==> src/rtl/keypad_scan.sv <==
// 4x4 matrix keypad scanner: active-low row strobes, synchronized and debounced
// columns, one key_valid pulse per accepted press. Define KEYPAD_REPEAT_EN for auto-repeat.
module keypad_scan #(
    parameter int unsigned SETTLE_CYCLES   = 4,
    parameter int unsigned DEBOUNCE_CYCLES = 16,
    parameter int unsigned REPEAT_CYCLES   = 64
) (
    input  logic       scan_clk,
    input  logic       rst,
    input  logic       col_3,
    input  logic       col_2,
    input  logic       col_1,
    input  logic       col_0,
    output logic       row_3,
    output logic       row_2,
    output logic       row_1,
    output logic       row_0,
    output logic [3:0] key_code,
    output logic       key_valid,
    output logic       key_down
);

    localparam int unsigned CntMax = (SETTLE_CYCLES > DEBOUNCE_CYCLES) ?
                                     SETTLE_CYCLES : DEBOUNCE_CYCLES;
    localparam int unsigned CntW = $clog2(CntMax + 1);
    localparam logic [CntW-1:0] SettleLast = CntW'(SETTLE_CYCLES - 1);
    localparam logic [CntW-1:0] DebLast    = CntW'(DEBOUNCE_CYCLES - 1);

    if (SETTLE_CYCLES < 3) begin : g_bad_settle
        $error("SETTLE_CYCLES must be at least 3");
    end
    if (REPEAT_CYCLES < 2) begin : g_bad_repeat
        $error("REPEAT_CYCLES must be at least 2");
    end

    typedef enum logic [1:0] {StScan, StDebounce, StPressed, StHold} state_e;

    state_e          state_q;
    logic [3:0]      sync_q;
    logic [3:0]      cs_q;
    logic [3:0]      cap_q;
    logic [CntW-1:0] cnt_q;
    logic [1:0]      r_q;
    logic [1:0]      r_inc;
    logic [3:0]      row_q;
    logic [3:0]      key_code_q;
    logic            key_valid_q;
    logic            key_down_q;
    logic [3:0]      cols;

`ifdef KEYPAD_REPEAT_EN
    localparam int unsigned RptW = $clog2(REPEAT_CYCLES);
    localparam logic [RptW-1:0] RptLast = RptW'(REPEAT_CYCLES - 1);
    logic [RptW-1:0] rpt_q;
`endif

    assign cols  = {col_3, col_2, col_1, col_0};
    assign r_inc = r_q + 2'd1;

    function automatic logic [3:0] row_strobe(input logic [1:0] r);
        return ~(4'b0001 << r);
    endfunction

    // Lowest-numbered low column wins when several keys share a row.
    function automatic logic [3:0] key_lookup(input logic [1:0] r, input logic [3:0] c_n);
        logic [1:0] c;
        logic [3:0] code;
        c = 2'd3;
        for (int i = 3; i >= 0; i--) begin
            if (!c_n[i]) c = 2'(i);
        end
        case ({r, c})
            4'b00_00: code = 4'd1;
            4'b00_01: code = 4'd2;
            4'b00_10: code = 4'd3;
            4'b00_11: code = 4'd10;
            4'b01_00: code = 4'd4;
            4'b01_01: code = 4'd5;
            4'b01_10: code = 4'd6;
            4'b01_11: code = 4'd11;
            4'b10_00: code = 4'd7;
            4'b10_01: code = 4'd8;
            4'b10_10: code = 4'd9;
            4'b10_11: code = 4'd12;
            4'b11_00: code = 4'd14;
            4'b11_01: code = 4'd0;
            4'b11_10: code = 4'd15;
            default:  code = 4'd13;
        endcase
        return code;
    endfunction

    always_ff @(posedge scan_clk) begin
        if (rst) begin
            sync_q      <= 4'hF;
            cs_q        <= 4'hF;
            state_q     <= StScan;
            cap_q       <= 4'hF;
            cnt_q       <= '0;
            r_q         <= 2'd0;
            row_q       <= 4'b1110;
            key_code_q  <= 4'd0;
            key_valid_q <= 1'b0;
            key_down_q  <= 1'b0;
`ifdef KEYPAD_REPEAT_EN
            rpt_q       <= '0;
`endif
        end else begin
            sync_q      <= cols;
            cs_q        <= sync_q;
            key_valid_q <= 1'b0;
            unique case (state_q)
                StScan: begin
                    if (cnt_q == SettleLast) begin
                        cnt_q <= '0;
                        if (cs_q == 4'hF) begin
                            r_q   <= r_inc;
                            row_q <= row_strobe(r_inc);
                        end else begin
                            cap_q   <= cs_q;
                            state_q <= StDebounce;
                        end
                    end else begin
                        cnt_q <= cnt_q + 1'b1;
                    end
                end
                StDebounce: begin
                    if (cs_q != cap_q) begin
                        state_q <= StScan;
                        cnt_q   <= '0;
                    end else if (cnt_q == DebLast) begin
                        state_q     <= StPressed;
                        cnt_q       <= '0;
                        key_code_q  <= key_lookup(r_q, cap_q);
                        key_valid_q <= 1'b1;
                        key_down_q  <= 1'b1;
                    end else begin
                        cnt_q <= cnt_q + 1'b1;
                    end
                end
                StPressed: begin
                    state_q <= StHold;
                    cnt_q   <= '0;
`ifdef KEYPAD_REPEAT_EN
                    // The PRESSED cycle is the first of the first repeat period.
                    rpt_q   <= RptW'(1);
`endif
                end
                StHold: begin
                    if (cs_q == 4'hF) begin
                        if (cnt_q == DebLast) begin
                            key_down_q <= 1'b0;
                            r_q        <= r_inc;
                            row_q      <= row_strobe(r_inc);
                            state_q    <= StScan;
                            cnt_q      <= '0;
                        end else begin
                            cnt_q <= cnt_q + 1'b1;
                        end
                    end else begin
                        cnt_q <= '0;
                    end
`ifdef KEYPAD_REPEAT_EN
                    if (cs_q == cap_q) begin
                        if (rpt_q == RptLast) begin
                            rpt_q       <= '0;
                            key_valid_q <= 1'b1;
                        end else begin
                            rpt_q <= rpt_q + 1'b1;
                        end
                    end else begin
                        rpt_q <= '0;
                    end
`endif
                end
            endcase
        end
    end

    assign row_0     = row_q[0];
    assign row_1     = row_q[1];
    assign row_2     = row_q[2];
    assign row_3     = row_q[3];
    assign key_code  = key_code_q;
    assign key_valid = key_valid_q;
    assign key_down  = key_down_q;

endmodule

==> config.mk <==
export PLATFORM = sky130hd
export DESIGN_NAME = keypad_scan
export DESIGN_NICKNAME = d
export VERILOG_FILES = /design/src/rtl/keypad_scan.sv
export SDC_FILE = /design/constraint.sdc
export NUM_CORES = 1
export LEC_CHECK = 0
export ABC_AREA = 1
export ABC_CLOCK_PERIOD_IN_PS = 2540
export CAP_MARGIN = 20
export CORE_UTILIZATION = 30
export CTS_BUF_LIST = sky130_fd_sc_hd__clkbuf_8
export DETAILED_ROUTE_END_ITERATION = 8
export MAX_ROUTING_LAYER = met4
export PLACE_DENSITY = 0.47
export SYNTH_ARGS = -nofsm -noshare
export SYNTH_HDL_FRONTEND = slang
export SYNTH_SLANG_ARGS = --single-unit
export TNS_END_PERCENT = 10
==> constraint.sdc <==
create_clock -name scan_clk -period 2.54 [get_ports scan_clk]
set_clock_uncertainty 0.05 [all_clocks]
set_input_delay 0.508 -clock scan_clk [delete_from_list [all_inputs] [get_ports scan_clk]]
set_output_delay 0.508 -clock scan_clk [all_outputs]
set_load 0.1 [all_outputs]
==> impl_metrics.ini <==
[synthesis]
synthMuxAreaShare = 0
synth_area_um2 = 1690
syn-num-nets = 231
syn-mean-instance-area_um2 = 7.94
synth-simple-area-share = 0.339
syn_inst = 213
netlist_top_cells_area = dfxtp_1 (37%), ha_1 (8.9%), nand2_1 (8.9%)
yosysWarningCount = 0
synthXorXnorAreaFrac = 0.00518
yosysTopAreaCellShare = 0.367
synth_top_area_cell = dfxtp_1
ys_seq_area_frac = 0.367
synth_compound_area_frac = 0.127
synth_fa_ha_area_frac = 0.0888
ys_ff_latch = 31
yosysUniqueCellTypes = 32
synth_top_family_by_area = simple AND/OR/NAND/NOR gates

[grt]
grt_max_degree = 17
grt_antenna_before_repair = 0
grt_pass1_vias = 1227
grt_use_total = 0.131
grt_remaining_overflow = 0
grt_pass1_wl_um = 5800

[worst_setup_path]
start_kind = flip-flop
worstPathRequired_ns = 2.65
critPathCaptureType = flip-flop
r2r_end = row_q[3]
r2r_start = cnt_q[0]
crit_slowest_cell = dfxtp_1
reg2reg_slack_ns = 0.49
r2r_cells = 11
slowest_delay_ns = 0.38
crit_path_max_fanout = 7
arrival_ns = 2.16
critPathKind = flip-flop to flip-flop
path_cells = ha_1, inv_1, nor3_1, ha_1, inv_1, nand2_1, nand2_4, nor2_8, inv_6, nand2_1, o211ai_2

[sta]
rsz0062_at_grt = false
setup_viol = 0
finalCritPeriodShare = 0.808
finalMaxSlewViolations = 0
relSlewSlack = 0.753
finalHoldViolCount = 0
max_freq_mhz = 487
tightest_slew_ns = 0.370
post-route-min-period_ns = 2.05
fin_ws_ns = 0.487
finalSetupTns_ns = 0

[clocking]
post_cts_resized = 0
cts_made_buffers = 5
clk_pin_slew_ns = 0.07
clock_latency_ns = 0.28
hold_buffers = 0
root_buffer = clkbuf_8
clock_sinks = 31
clk_path_buf_depth = 2
post-cts-setup-buffers = 0
h-tree-depth = 2
cts_tree = yes

[placed_design]
port_buffers = 15
place_congestion = 0.773
hpwl_um = 2480
dpl_cell_area_um2 = 1920
dp.cells = 299
place_ws_ns = 0.480

[hold_path]
whs_path_depth = 1
min_to = cs_q[1]
hold_start = sync_q[1]
hold_class = flip-flop to flip-flop

[routing]
drc_errors = 0
drt-pass1-iter-count = 4
drtIter0Drc = 58
vias = 1384
wire_per_inst_um = 11.3
ant_nets = 0
drt-total-wl_um = 3480
viasPerCell = 4.51

[finish]
n_antenna_cell = 0
areaGrowthSynthToFinish_pct = 20.4
nets = 254
stdcell_count = 307
final_area_um2 = 2030
drive_gt1_frac = 0.245

[power_and_ir_drop]
p_int_uw = 973
p_per_area_nw_per_um2 = 720
switching_share = 0.336
clock_power_share = 0.346
combPwrFrac = 0.268
p_seq_frac = 0.386
leakagePower_nw = 0.977
peakVddDrop_uv = 281
switching_power_uw = 491

[die]
dieArea_um2 = 5940
fp.dieW_um = 77.1
die_h_um = 77.1
num_io_pins = 16
start_util = 0.321
core_um2 = 5270
rows = 26

[outcome]
status = finished, final reports clean

[flow_run]
max_cap_violations = 0
==> layout by cell type (no fill, tap or decap), types with 5 or more instances in the layout <==
cell type	netlist	routed
nand2_1	40	40
dfxtp_1	31	31
inv_1	23	23
nor2_1	14	14
buf_4	0	13
ha_1	12	12
a21oi_1	11	11
nand3_1	10	10
o21ai_1	9	9
o21ai_0	9	9
or2_2	8	8
nand2_2	6	6
clkbuf_8	0	6
nor2_4	5	5
nand4_1	5	5
clkdlybuf4s50_1	0	5
==> worst max-delay path: cells and delay by family (launching register included) <==
| kind | cells | cell delay (ns) |
|---|---|---|
| fa+ha+maj | 2 | 0.54 |
| simple gates | 5 | 0.61 |
| flops | 1 | 0.38 |
| compound gates | 1 | 0.07 |
| buf+inv | 3 | 0.26 |
==> registers in the layout, summed over array words and instances (netlist names), named ones only <==
signal     count
cnt_q          5
cap_q          4
cs_q           4
key_code       4
row_q          4
sync_q         4
r_q            2
key_down       1
key_valid      1
state_q        1
==> cell families after synthesis <==
group           Yosys count
xor+xnor                  1
buf+inv                  31
compound gates           36
fa+ha+maj                12
simple gates            102
flops                    31
==> worst max path at each step <==
stage,start,end,slack (ns),cells after the start
6_report,cnt_q[0],row_q[3],0.49,11
5_1_grt,cnt_q[0],flip-flop,0.28,11
4_1_cts,cnt_q[0],row_q[3],0.47,11
3_5_place_dp,cnt_q[0],row_q[3],0.48,11
3_3_place_gp,cnt_q[0],row_q[3],0.56,11
2_1_floorplan,cnt_q[0],row_q[1],0.70,11
==> per-layer routing <==
| metal | global-route usage | part of all wire | up-vias |
|---|---|---|---|
| met1 | 0.156 | 0.48 | 622 |
| met4 | 0.0623 | 0.019 | 0 |
| met2 | 0.200 | 0.46 | 25 |
| li1 | - | - | 731 |
| met3 | 0.0429 | 0.038 | 6 |
| met5 | - | 0 | - |
==> per-stage QoR <==
stage | hold WS [ns] | total power [mW] | util
3_3_place_gp | 0.341 | 0.973 | 0.364
5_1_grt | 0.370 | 1.55 | 0.386
3_5_place_dp | 0.343 | 0.968 | 0.364
6_report | 0.357 | 1.46 | 0.386
4_1_cts | 0.359 | 1.48 | 0.386
2_1_floorplan | 0.339 | 0.885 | -
==> power by group through the flow <==
stage	Sequential (mW)	Combinational, mW	Clock (mW)
floorplan	0.639	0.246	0
global placement	0.575	0.397	0
detailed placement	0.575	0.393	0
CTS	0.565	0.395	0.524
global route	0.571	0.434	0.548
finish	0.565	0.393	0.506
==> synthesized netlist by cell type <==
library cell,count
nand2_4,1
nand3_4,1
nor2_2,2
nand3b_1,1
o211ai_1,1
o21bai_1,2
xor2_1,1
inv_6,1
dfxtp_1,31
ha_1,12
nand3_1,10
inv_2,4
clkbuf_1,1
or2_1,2
inv_1,23
clkinv_2,1
nand4_1,5
nor2_1,14
o211ai_2,3
a21oi_1,11
nand2_2,6
o21ai_1,9
nor3b_4,1
nand3_2,1
nor2_8,2
nand2_1,40
nor3_1,3
o21ai_0,9
buf_2,1
nor2_4,5
or2_2,8
o21ai_2,1
==> final cells by class <==
type                    instances  area [um^2]
well taps                      70         87.6
multi-input cells             151          946
inverters                      29          115
clock inverters                 2         35.0
flip-flops and latches         31          621
clock buffers                   6         82.6
repair buffers                 18          148
fillers                       559         3240
No activity file was read; power rests on OpenSTA's default activity.
